## src/rtl/noisy_wave_gen.sv

```systemverilog
`default_nettype none
// ============================================================================
// Module   : noisy_wave_gen
// Purpose  : Phase-accumulator waveform plus scaled LFSR noise, saturated and
//            emitted at a programmable sample rate for the scope FIR datapath.
// Revision : 1.0 - initial release
// ============================================================================
module noisy_wave_gen #(
  parameter int          DATA_WIDTH  = 12,
  parameter int          PHASE_WIDTH = 24,
  parameter int          DIV_WIDTH   = 16,
  parameter logic [15:0] LFSR_SEED   = 16'hACE1
) (
  input  logic                   clk,
  input  logic                   rst_n,
  input  logic                   enable,
  input  logic [1:0]             wave_sel,
  input  logic [PHASE_WIDTH-1:0] freq_word,
  input  logic [DIV_WIDTH-1:0]   sample_div,
  input  logic [3:0]             noise_shift,
  output logic [DATA_WIDTH-1:0]  noisy_signal,
  output logic [DATA_WIDTH-1:0]  clean_signal,
  output logic                   sample_valid,
  output logic                   phase_wrap
);

  localparam logic [DATA_WIDTH-1:0] c_min = {1'b1, {(DATA_WIDTH-1){1'b0}}};
  localparam logic [DATA_WIDTH-1:0] c_max = {1'b0, {(DATA_WIDTH-1){1'b1}}};
  localparam logic [DIV_WIDTH-1:0]  c_one = {{(DIV_WIDTH-1){1'b0}}, 1'b1};

  // divider and stage A state
  logic [DIV_WIDTH-1:0]   r_cnt;
  logic [PHASE_WIDTH-1:0] r_phase;
  logic [15:0]            r_lfsr;
  logic [1:0]             r_sel_sh;
  logic [3:0]             r_ns_sh;
  logic                   r_valid_a;
  logic                   r_wrap_a;

  // stage B state
  logic [DATA_WIDTH-1:0]  r_wave_b;
  logic [DATA_WIDTH-1:0]  r_noise_b;
  logic                   r_valid_b;
  logic                   r_wrap_b;

  logic                   w_tick;
  logic [DATA_WIDTH-1:0]  w_p;
  logic [DATA_WIDTH-2:0]  w_tri_u;
  logic [DATA_WIDTH-1:0]  w_wave;
  logic signed [DATA_WIDTH-1:0] w_noise;
  logic [DATA_WIDTH:0]    w_sum;
  logic [DATA_WIDTH-1:0]  w_sat;

  assign w_tick = enable && (r_cnt == sample_div);

  always_ff @(posedge clk or negedge rst_n) begin
    if (!rst_n) begin
      r_cnt     <= '0;
      r_phase   <= '0;
      r_lfsr    <= LFSR_SEED;
      r_sel_sh  <= '0;
      r_ns_sh   <= '0;
      r_valid_a <= 1'b0;
      r_wrap_a  <= 1'b0;
    end else begin
      if (!enable || w_tick) r_cnt <= '0;
      else                   r_cnt <= r_cnt + c_one;
      r_valid_a <= w_tick;
      if (w_tick) begin
        {r_wrap_a, r_phase} <= {1'b0, r_phase} + {1'b0, freq_word};
        r_lfsr   <= r_lfsr[0] ? ((r_lfsr >> 1) ^ 16'hB400) : (r_lfsr >> 1);
        r_sel_sh <= wave_sel;
        r_ns_sh  <= noise_shift;
      end
    end
  end

  // Offset-binary to two's complement is an MSB flip, so saw/triangle just XOR c_min.
  always_comb begin
    w_p     = r_phase[PHASE_WIDTH-1 -: DATA_WIDTH];
    w_tri_u = w_p[DATA_WIDTH-1] ? ~w_p[DATA_WIDTH-2:0] : w_p[DATA_WIDTH-2:0];
    w_wave  = '0;
    case (r_sel_sh)
      2'd0:    w_wave = w_p[DATA_WIDTH-1] ? c_min : c_max;
      2'd1:    w_wave = {w_tri_u, 1'b0} ^ c_min;
      2'd2:    w_wave = w_p ^ c_min;
      default: w_wave = '0;
    endcase
    if (r_ns_sh == 4'd15) w_noise = '0;
    else                  w_noise = $signed(r_lfsr[DATA_WIDTH-1:0]) >>> r_ns_sh;
  end

  always_ff @(posedge clk or negedge rst_n) begin
    if (!rst_n) begin
      r_wave_b  <= '0;
      r_noise_b <= '0;
      r_valid_b <= 1'b0;
      r_wrap_b  <= 1'b0;
    end else begin
      r_valid_b <= r_valid_a;
      r_wrap_b  <= r_wrap_a;
      if (r_valid_a) begin
        r_wave_b  <= w_wave;
        r_noise_b <= w_noise;
      end
    end
  end

  // Overflow shows as the two top bits of the widened sum disagreeing.
  always_comb begin
    w_sum = {r_wave_b[DATA_WIDTH-1], r_wave_b} + {r_noise_b[DATA_WIDTH-1], r_noise_b};
    if (w_sum[DATA_WIDTH] != w_sum[DATA_WIDTH-1])
      w_sat = w_sum[DATA_WIDTH] ? c_min : c_max;
    else
      w_sat = w_sum[DATA_WIDTH-1:0];
  end

  always_ff @(posedge clk or negedge rst_n) begin
    if (!rst_n) begin
      noisy_signal <= '0;
      clean_signal <= '0;
      sample_valid <= 1'b0;
      phase_wrap   <= 1'b0;
    end else begin
      sample_valid <= r_valid_b;
      phase_wrap   <= r_valid_b && r_wrap_b;
      if (r_valid_b) begin
        noisy_signal <= w_sat;
        clean_signal <= r_wave_b;
      end
    end
  end

endmodule
`default_nettype wire
```

## config.mk

```make
export PLATFORM = sky130hd
export DESIGN_NAME = noisy_wave_gen
export DESIGN_NICKNAME = d
export VERILOG_FILES = /design/src/rtl/noisy_wave_gen.sv
export SDC_FILE = /design/constraint.sdc
export NUM_CORES = 1
export LEC_CHECK = 0
export ABC_AREA = 1
export CAP_MARGIN = 5
export CORE_UTILIZATION = 40
export DETAILED_ROUTE_END_ITERATION = 8
export RECOVER_POWER = 25
export SYNTH_ARGS = -nofsm -noshare
export SYNTH_HDL_FRONTEND = slang
export SYNTH_SLANG_ARGS = --single-unit
```

## constraint.sdc

```tcl
create_clock -name clk -period 2.9 [get_ports clk]
set_clock_uncertainty 0.1 [all_clocks]
set_input_delay 0.58 -clock clk [delete_from_list [all_inputs] [get_ports clk]]
set_output_delay 0.58 -clock clk [all_outputs]
set_load 0.02 [all_outputs]
```

==> results of run 1 <==
## worst register-to-register path, cell delays in order, from the launching register on
cell and delay [ns]:
sky130_fd_sc_hd__dfrtp_1 0.43, sky130_fd_sc_hd__ha_1 0.26, sky130_fd_sc_hd__inv_1 0.07, sky130_fd_sc_hd__fa_1 0.40, sky130_fd_sc_hd__inv_1 0.10, sky130_fd_sc_hd__nand3_1 0.07, sky130_fd_sc_hd__nand2_1 0.15, sky130_fd_sc_hd__nand3_1 0.14
sky130_fd_sc_hd__nand4_1 0.10, sky130_fd_sc_hd__nand2_1 0.10, sky130_fd_sc_hd__a21oi_2 0.38, sky130_fd_sc_hd__a21oi_1 0.12
## layout by cell type (no fill, tap or decap), types with 8 or more instances in the layout
| cell type | n |
|---|---|
| sky130_fd_sc_hd__a21o_1 | 9 |
| sky130_fd_sc_hd__xnor2_1 | 20 |
| sky130_fd_sc_hd__ha_1 | 37 |
| sky130_fd_sc_hd__dfrtp_1 | 108 |
| sky130_fd_sc_hd__xor2_1 | 15 |
| sky130_fd_sc_hd__o21ai_0 | 83 |
| sky130_fd_sc_hd__clkbuf_16 | 17 |
| sky130_fd_sc_hd__inv_1 | 104 |
| sky130_fd_sc_hd__or2_2 | 10 |
| sky130_fd_sc_hd__nor3_1 | 9 |
| sky130_fd_sc_hd__clkdlybuf4s50_1 | 73 |
| sky130_fd_sc_hd__a31oi_1 | 12 |
| sky130_fd_sc_hd__nand2_1 | 340 |
| sky130_fd_sc_hd__dfstp_2 | 8 |
| sky130_fd_sc_hd__nor2_1 | 75 |
| sky130_fd_sc_hd__nand4_1 | 21 |
| sky130_fd_sc_hd__a21oi_1 | 59 |
| sky130_fd_sc_hd__nand3_1 | 56 |
## worst max path at each step
stage                             from                     endpoint  cells past startpoint
3_5_place_dp              freq_word[6]      r_phase[11]$_DFFE_PN0P_                     11
2_1_floorplan             freq_word[0]      r_phase[10]$_DFFE_PN0P_                      9
4_1_cts        r_wave_b[0]$_DFFE_PN0P_  noisy_signal[9]$_DFFE_PN0P_                     11
3_3_place_gp              freq_word[6]      r_phase[11]$_DFFE_PN0P_                     11
6_report       r_wave_b[0]$_DFFE_PN0P_  noisy_signal[9]$_DFFE_PN0P_                     11
5_1_grt        r_wave_b[0]$_DFFE_PN0P_  noisy_signal[9]$_DFFE_PN0P_                     11
## metal layers
| metal | global-route usage [%] | wire length [µm] | vias up |
|---|---|---|---|
| met4 | 7.25 | 333 | 0 |
| li1 | - | - | 3556 |
| met2 | 32.5 | 8570 | 123 |
| met1 | 26.8 | 9080 | 3093 |
| met3 | 3.31 | 608 | 22 |
| met5 | 0 | 0 | - |
## area by class of cell
type                       instances  area [µm²]  area share, %
multi-input combinational        789        4040           44.3
sequential                       116        2910           32.0
timing repair buffer              83         852           9.35
clock buffer                      20         447           4.90
inverter                         105         394           4.33
tap                              229         287           3.15
clock inverter                    12         179           1.96
## registers in the layout, summed over array words and instances, names as in the netlist, 2 cells and up
name	flops
r_noise_b	12
r_cnt	16
r_ns_sh	4
r_phase	24
r_sel_sh	2
clean_signal	12
noisy_signal	12
r_wave_b	12
r_lfsr	16
## kinds of logic after synthesis
group | synth area share (%)
AOI/OAI and AO/OA | 13.8
xor gates and xnor gates | 4.09
adders and majority gates | 6.71
buffers and inverters | 7.28
DFF | 38.9
and+or+nand+nor | 29.2
## metrics by stage
step / hold slack, ns / std cells / utilization (%) / total power [mW]
2_1_floorplan: 0.184 / 1036 / - / 1.75
3_3_place_gp: 0.270 / 1322 / 46.8 / 1.88
3_5_place_dp: 0.286 / 1322 / 46.8 / 1.88
4_1_cts: 0.0623 / 1354 / 50.2 / 4.14
5_1_grt: 0.314 / 1354 / 50.2 / 4.22
6_report: 0.297 / 1354 / 50.2 / 4.08
## power by group
| part | switching [mW] | internal [mW] | leakage [nW] |
|---|---|---|---|
| Sequential | 0.00447 | 1.62 | 1.53 |
| Clock | 0.767 | 1.46 | 0.297 |
| Combinational | 0.120 | 0.105 | 2.72 |
| Total | 0.892 | 3.19 | 4.54 |
==> tab_implementation.tex, run 1 <==
\begin{tabular}{lr}
\hline
Metric & Value \\
\hline
\multicolumn{2}{l}{\textbf{Run status}} \\
Status & complete, but fails checks \\
Failing checks & design-rule violations, max-capacitance violations, max-slew violations \\
\multicolumn{2}{l}{\textbf{Clock tree}} \\
Buffer cell driving the clock tree root & sky130\_fd\_sc\_hd\_\_clkbuf\_16 \\
Number of gates resized after cts & 0 \\
Clock transition at the registers of the reported paths & 0.06 ns \\
Clock tree sinks & between 100 and 150 \\
CTS Buf Count & 17 \\
Clock insertion delay at the later pin of the skew report & approximately 0.42 ns \\
H-tree levels & 4 \\
TritonCTS clock tree & done \\
Maximum count of clock buffers along a single path & 2 \\
Post-CTS repair timing setup buffer count & 0 \\
Hold buffer count at cts & 0 \\
\multicolumn{2}{l}{\textbf{Layout}} \\
Total number of nets in the final design & $\sim$1,200 \\
Area growth from synthesis to final layout & 21.6\% \\
Final instance area & 9110 µm² \\
Fraction of final layout cells with drive strength greater than 1 & 5.69\% \\
Total inserted antenna cells & 0 \\
Fill cell count & about 1,800 \\
\multicolumn{2}{l}{\textbf{Global routing}} \\
Number of global-route vias before repair & between 6,000 and 7,000 \\
First-pass GRT wire length & 31.0 mm \\
Initial antenna violation count & 0 \\
Pin count of the biggest net entering global routing & 58 \\
Overflow left after global routing & 0 \\
Total routing usage reported by global routing & 20.0\% \\
\multicolumn{2}{l}{\textbf{Min path}} \\
Worst Min Path Start & r\_wrap\_a\$\_DFFE\_PN0P\_ \\
Path class of the lowest-slack min-delay path & flop to flop \\
Hold Crit Depth & 0 \\
Sink of the worst hold path & r\_wrap\_b\$\_DFF\_PN0\_ \\
\multicolumn{2}{l}{\textbf{Placed design}} \\
Place WS & 0.200 ns \\
Gpl congestion & 0.911 \\
Port buffer count & 74 \\
DP Area & 8490 µm² \\
Detailed-placement wirelength estimate & 14.0 mm \\
\multicolumn{2}{l}{\textbf{Critical path}} \\
Setup crit end kind & flop \\
Slowest cell on the critical path & sky130\_fd\_sc\_hd\_\_dfrtp\_1 \\
Depth of the most critical reg-to-reg path & 11 \\
Startpoint types & flop \\
Start-to-end type of the worst setup path & flop to flop \\
Setup slack on the worst flop-to-flop path & 0.36 ns \\
Kind of cell adding the most delay to the critical path & adder cells \\
Series of cell instances along the critical path & ha\_1, inv\_1, fa\_1, inv\_1, nand3\_1, nand2\_1, nand3\_1, nand4\_1, nand2\_1, a21oi\_2, a21oi\_1 \\
Critical Path RT & between 3 and 4 ns \\
Maximum cell stage delay along the critical path & roughly 0.43 ns \\
R2r endpoint & noisy\_signal[9]\$\_DFFE\_PN0P\_ \\
Max FO, Critical Path & 9 \\
Number of buffers and inverters on the critical path & 2 \\
Critical Path AT & between 2 and 3 ns \\
Launch point of the worst reg-to-reg path & r\_wave\_b[0]\$\_DFFE\_PN0P\_ \\
\multicolumn{2}{l}{\textbf{Route}} \\
Remaining antenna violation count after routing & 0 \\
Routed vias/inst & $\sim$5 \\
DRT Wirelength & 18.6 mm \\
Average wire per cell in the routed design & $\sim$14 µm \\
Iteration count of the initial detailed-routing pass & 9 \\
Drc violations & 2 \\
Via count & 6,794 \\
DRC violation total after the first TritonRoute iteration & around 440 \\
\multicolumn{2}{l}{\textbf{Timing}} \\
Worst rel slew slack & -52.0\% \\
Endpoints failing setup & 0 \\
Final period utilization & between 80\% and 90\% \\
Final Slew Violations & 39 \\
Unrepaired setup endpoints after global routing & false \\
Achievable frequency & about 0.39 GHz \\
Transition time at the pin with the least slew margin & 2.28 ns \\
Clock period minus final worst setup slack & 2.54 ns \\
Accumulated negative setup slack & 0 ns \\
Min setup slack post-route & 0.356 ns \\
Endpoints failing hold & 0 \\
\multicolumn{2}{l}{\textbf{Floorplan}} \\
Die Area & 19,300 µm² \\
Die W & approximately 140 µm \\
Die span in y & 139 µm \\
Core ar. & 18,100 µm² \\
Row count & 49 \\
Number of top-level design ports & 75 \\
Starting Density & 41.3\% \\
\multicolumn{2}{l}{\textbf{Power}} \\
Maximum vdd ir drop & approximately 0.0004 V \\
Power density over the cells & approximately 450 nW/µm² \\
Leak Pwr & around 4.5 nW \\
\multicolumn{2}{l}{\textbf{Yosys}} \\
Proportion of register bits with asynchronous set or reset after synthesis & 100\% \\
Most used DFF post-synth & sky130\_fd\_sc\_hd\_\_dfrtp\_1 \\
Synthesis Warnings & 0 \\
Cell type with the highest aggregate area in the netlist & sky130\_fd\_sc\_hd\_\_dfrtp\_1 \\
Number of distinct library cells after synthesis & 39 \\
Share of synthesized area occupied by flip-flops and latches & around two fifths \\
Leading cell types by total area after synthesis & sky130\_fd\_sc\_hd\_\_dfrtp\_1 (36\%), sky130\_fd\_sc\_hd\_\_nand2\_1 (17\%), sky130\_fd\_sc\_hd\_\_ha\_1 (6.2\%), sky130\_fd\_sc\_hd\_\_o21ai\_0 (5.5\%), sky130\_fd\_sc\_hd\_\_inv\_1 (5.2\%) \\
Post-synth EDFFs & 0 \\
Share of the synthesized area in the top cell type & 36.1\% \\
Library cell with the highest instance count after synthesis & sky130\_fd\_sc\_hd\_\_nand2\_1 \\
Combined area of all synthesized cells & 7490 µm² \\
Nets in the synthesized netlist & 1,124 \\
Avg Cell Area, Syn & 7.23 µm² \\
Cells after synthesis & 1,036 \\
Post-synthesis register bit count & roughly 120 \\
Most numerous cell types in the synthesized netlist & sky130\_fd\_sc\_hd\_\_nand2\_1 (340), sky130\_fd\_sc\_hd\_\_dfrtp\_1 (108), sky130\_fd\_sc\_hd\_\_inv\_1 (104) \\
\multicolumn{2}{l}{\textbf{Job}} \\
Max-cap viol count & 1 \\
\hline
\end{tabular}
Power figures use the tool's default switching activity.
==> run 2, diff against run 1 <==
Clock period 2.9 ns to 3 ns, I/O delays scaled along.
==> tab_implementation.tex, run 2 (synthesis gave the netlist of run 1 again) <==
\begin{tabular}{lr}
\hline
Metric & Value \\
\hline
\multicolumn{2}{l}{\textbf{Timing}} \\
Min setup slack post-route & 0.507 ns (was 0.356 ns) \\
Clock period minus final worst setup slack & 2.49 ns (was 2.54 ns) \\
Transition time at the pin with the least slew margin & 2.24 ns (was 2.28 ns) \\
Unrepaired setup endpoints after global routing & false (unchanged) \\
Worst rel slew slack & -49.4\% (was -52.0\%) \\
Endpoints failing setup & 0 (unchanged) \\
Final Slew Violations & 41 (was 39) \\
Achievable frequency & 0.401 GHz (was 0.393 GHz) \\
Accumulated negative setup slack & 0 ns (unchanged) \\
Endpoints failing hold & 0 (unchanged) \\
Smallest hold slack & 0.274 ns (was 0.297 ns) \\
Final period utilization & 83.1\% (was 87.7\%) \\
\multicolumn{2}{l}{\textbf{Power}} \\
Power density over the cells & 435 nW/µm² (was 448 nW/µm²) \\
Maximum vdd ir drop & 0.000435 V (was 0.000403 V) \\
Leak Pwr & 4.52 nW (was 4.54 nW) \\
Total power after layout & 3.95 mW (was 4.08 mW) \\
\multicolumn{2}{l}{\textbf{Min path}} \\
Hold Crit Depth & 0 (unchanged) \\
Sink of the worst hold path & r\_wrap\_b\$\_DFF\_PN0\_ (unchanged) \\
Path class of the lowest-slack min-delay path & flop to flop (unchanged) \\
Worst Min Path Start & r\_wrap\_a\$\_DFFE\_PN0P\_ (unchanged) \\
\multicolumn{2}{l}{\textbf{Floorplan}} \\
Core ar. & 18,100 µm² (unchanged) \\
Starting Density & 41.3\% (unchanged) \\
Row count & 49 (unchanged) \\
Die span in y & 139 µm (unchanged) \\
Die Area & 19,300 µm² (unchanged) \\
Die W & 139 µm (unchanged) \\
Number of top-level design ports & 75 (unchanged) \\
\multicolumn{2}{l}{\textbf{Layout}} \\
Leading cell type in the layout, fill and taps excluded & sky130\_fd\_sc\_hd\_\_nand2\_1 (unchanged) \\
Total number of nets in the final design & 1,199 (was 1,200) \\
Post-route core utilization & 50.0\% (was 50.2\%) \\
Total inserted antenna cells & 0 (unchanged) \\
Area growth from synthesis to final layout & 21.2\% (was 21.6\%) \\
Registers with the most flip-flops & r\_phase x24, r\_cnt x16, r\_lfsr x16 (unchanged) \\
Highest-count cells in the layout ignoring fill and taps & sky130\_fd\_sc\_hd\_\_nand2\_1 (340), sky130\_fd\_sc\_hd\_\_dfrtp\_1 (108), sky130\_fd\_sc\_hd\_\_inv\_1 (104) (unchanged) \\
Final instance area & 9080 µm² (was 9110 µm²) \\
Fraction of final layout cells with drive strength greater than 1 & 5.60\% (was 5.69\%) \\
Register with the most flip-flops & r\_phase (unchanged) \\
Number of flip-flops in the largest register & 24 (unchanged) \\
Filler-free cell count of the finished design & 1,353 (was 1,354) \\
\multicolumn{2}{l}{\textbf{Route}} \\
DRT Wirelength & 18.7 mm (was 18.6 mm) \\
Drc violations & 3 (was 2) \\
Iteration count of the initial detailed-routing pass & 9 (unchanged) \\
DRC violation total after the first TritonRoute iteration & 402 (was 436) \\
Via count & 6,782 (was 6,794) \\
Average wire per cell in the routed design & 13.9 µm (was 13.7 µm) \\
Remaining antenna violation count after routing & 0 (unchanged) \\
Routed vias/inst & 5.01 (was 5.02) \\
\multicolumn{2}{l}{\textbf{Global routing}} \\
Overflow left after global routing & 0 (unchanged) \\
First-pass GRT wire length & 31.7 mm (was 31.0 mm) \\
Met3 demand-to-capacity share in global routing & 3.69\% (was 3.31\%) \\
Total routing usage reported by global routing & 20.4\% (was 20.0\%) \\
Number of global-route vias before repair & 6,394 (was 6,347) \\
Initial antenna violation count & 0 (unchanged) \\
Global Route met1 Usage & 27.8\% (was 26.8\%) \\
Most utilized layer in the global route result & met2 (unchanged) \\
Grt met2 use & 32.8\% (was 32.5\%) \\
Pin count of the biggest net entering global routing & 58 (unchanged) \\
\multicolumn{2}{l}{\textbf{Job}} \\
Max-cap viol count & 1 (unchanged) \\
\multicolumn{2}{l}{\textbf{Clock tree}} \\
Clock insertion delay at the later pin of the skew report & 0.42 ns (about the same) \\
Clock tree sinks & 116 (unchanged) \\
CTS Buf Count & 17 (unchanged) \\
Buffer cell driving the clock tree root & sky130\_fd\_sc\_hd\_\_clkbuf\_16 (unchanged) \\
Post-CTS repair timing setup buffer count & 0 (unchanged) \\
TritonCTS clock tree & done (unchanged) \\
H-tree levels & 4 (unchanged) \\
Maximum count of clock buffers along a single path & 2 (unchanged) \\
Hold buffer count at cts & 0 (unchanged) \\
Number of gates resized after cts & 0 (unchanged) \\
Clock transition at the registers of the reported paths & 0.06 ns (about the same) \\
\multicolumn{2}{l}{\textbf{Placed design}} \\
Cells after DPL & 1,321 (was 1,322) \\
Gpl congestion & 0.927 (was 0.911) \\
Port buffer count & 74 (unchanged) \\
DP Area & 8460 µm² (was 8490 µm²) \\
Detailed-placement wirelength estimate & 14.2 mm (was 14.0 mm) \\
Place WS & 0.227 ns (was 0.200 ns) \\
\multicolumn{2}{l}{\textbf{Critical path}} \\
Depth of the most critical reg-to-reg path & 11 (unchanged) \\
Max FO, Critical Path & 9 (unchanged) \\
Setup slack on the worst flop-to-flop path & 0.51 ns (was 0.36 ns) \\
Critical Path RT & 3.18 ns (was 3.08 ns) \\
Setup crit end kind & flop (unchanged) \\
R2r endpoint & noisy\_signal[5]\$\_DFFE\_PN0P\_ (was noisy\_signal[9]\$\_DFFE\_PN0P\_) \\
Launch point of the worst reg-to-reg path & r\_wave\_b[0]\$\_DFFE\_PN0P\_ (unchanged) \\
Startpoint types & flop (unchanged) \\
Critical Path AT & 2.68 ns (was 2.72 ns) \\
Start-to-end type of the worst setup path & flop to flop (unchanged) \\
\multicolumn{2}{l}{\textbf{Run status}} \\
Failing checks & design-rule violations, max-capacitance violations, max-slew violations (unchanged) \\
Status & complete, but fails checks (unchanged) \\
\hline
\end{tabular}
==> run 2: worst max path at each step <==
stage	from	end	slack, ns
floorplan	freq_word[0]	r_phase[10]$_DFFE_PN0P_	0.85
global placement	freq_word[0]	r_phase[10]$_DFFE_PN0P_	0.27
detailed placement	freq_word[0]	r_phase[10]$_DFFE_PN0P_	0.23
CTS	r_wave_b[0]$_DFFE_PN0P_	noisy_signal[5]$_DFFE_PN0P_	0.50
global route	rst_n	r_phase[22]$_DFFE_PN0P_	0.30
finish	r_wave_b[0]$_DFFE_PN0P_	noisy_signal[5]$_DFFE_PN0P_	0.51
==> run 2: routing by layer <==
metal	wire length, µm	vias up	part of all wire [%]
li1	-	3530	-
met1	9190	3087	49
met2	8680	144	46
met3	591	21	3.2
met4	284	0	1.5
met5	0	-	0
==> run 2: area by class of cell <==
type	count	area, µm²
inverter	105	394
multi-input combinational	789	4040
tap	229	287
fill	1831	9070
clock buffer	18	429
clock inverter	14	201
timing repair buffer	82	816
sequential	116	2910
==> run 2: power breakdown <==
part	total (mW)	internal, mW	switching [mW]	leakage (nW)
Combinational	0.216	0.0987	0.117	2.69
Sequential	1.57	1.57	0.00459	1.53
Clock	2.16	1.40	0.764	0.301
Total	3.95	3.07	0.885	4.52
==> run 2: critical path, cell delays in order (launching register included) <==
cell,delay [ns]
sky130_fd_sc_hd__dfrtp_1,0.42
sky130_fd_sc_hd__ha_1,0.25
sky130_fd_sc_hd__inv_1,0.07
sky130_fd_sc_hd__fa_1,0.40
sky130_fd_sc_hd__inv_1,0.12
sky130_fd_sc_hd__nand3_1,0.07
sky130_fd_sc_hd__nand2_1,0.14
sky130_fd_sc_hd__nand3_1,0.13
sky130_fd_sc_hd__nand4_1,0.10
sky130_fd_sc_hd__nand2_1,0.09
sky130_fd_sc_hd__a21oi_2,0.36
sky130_fd_sc_hd__a21oi_1,0.11
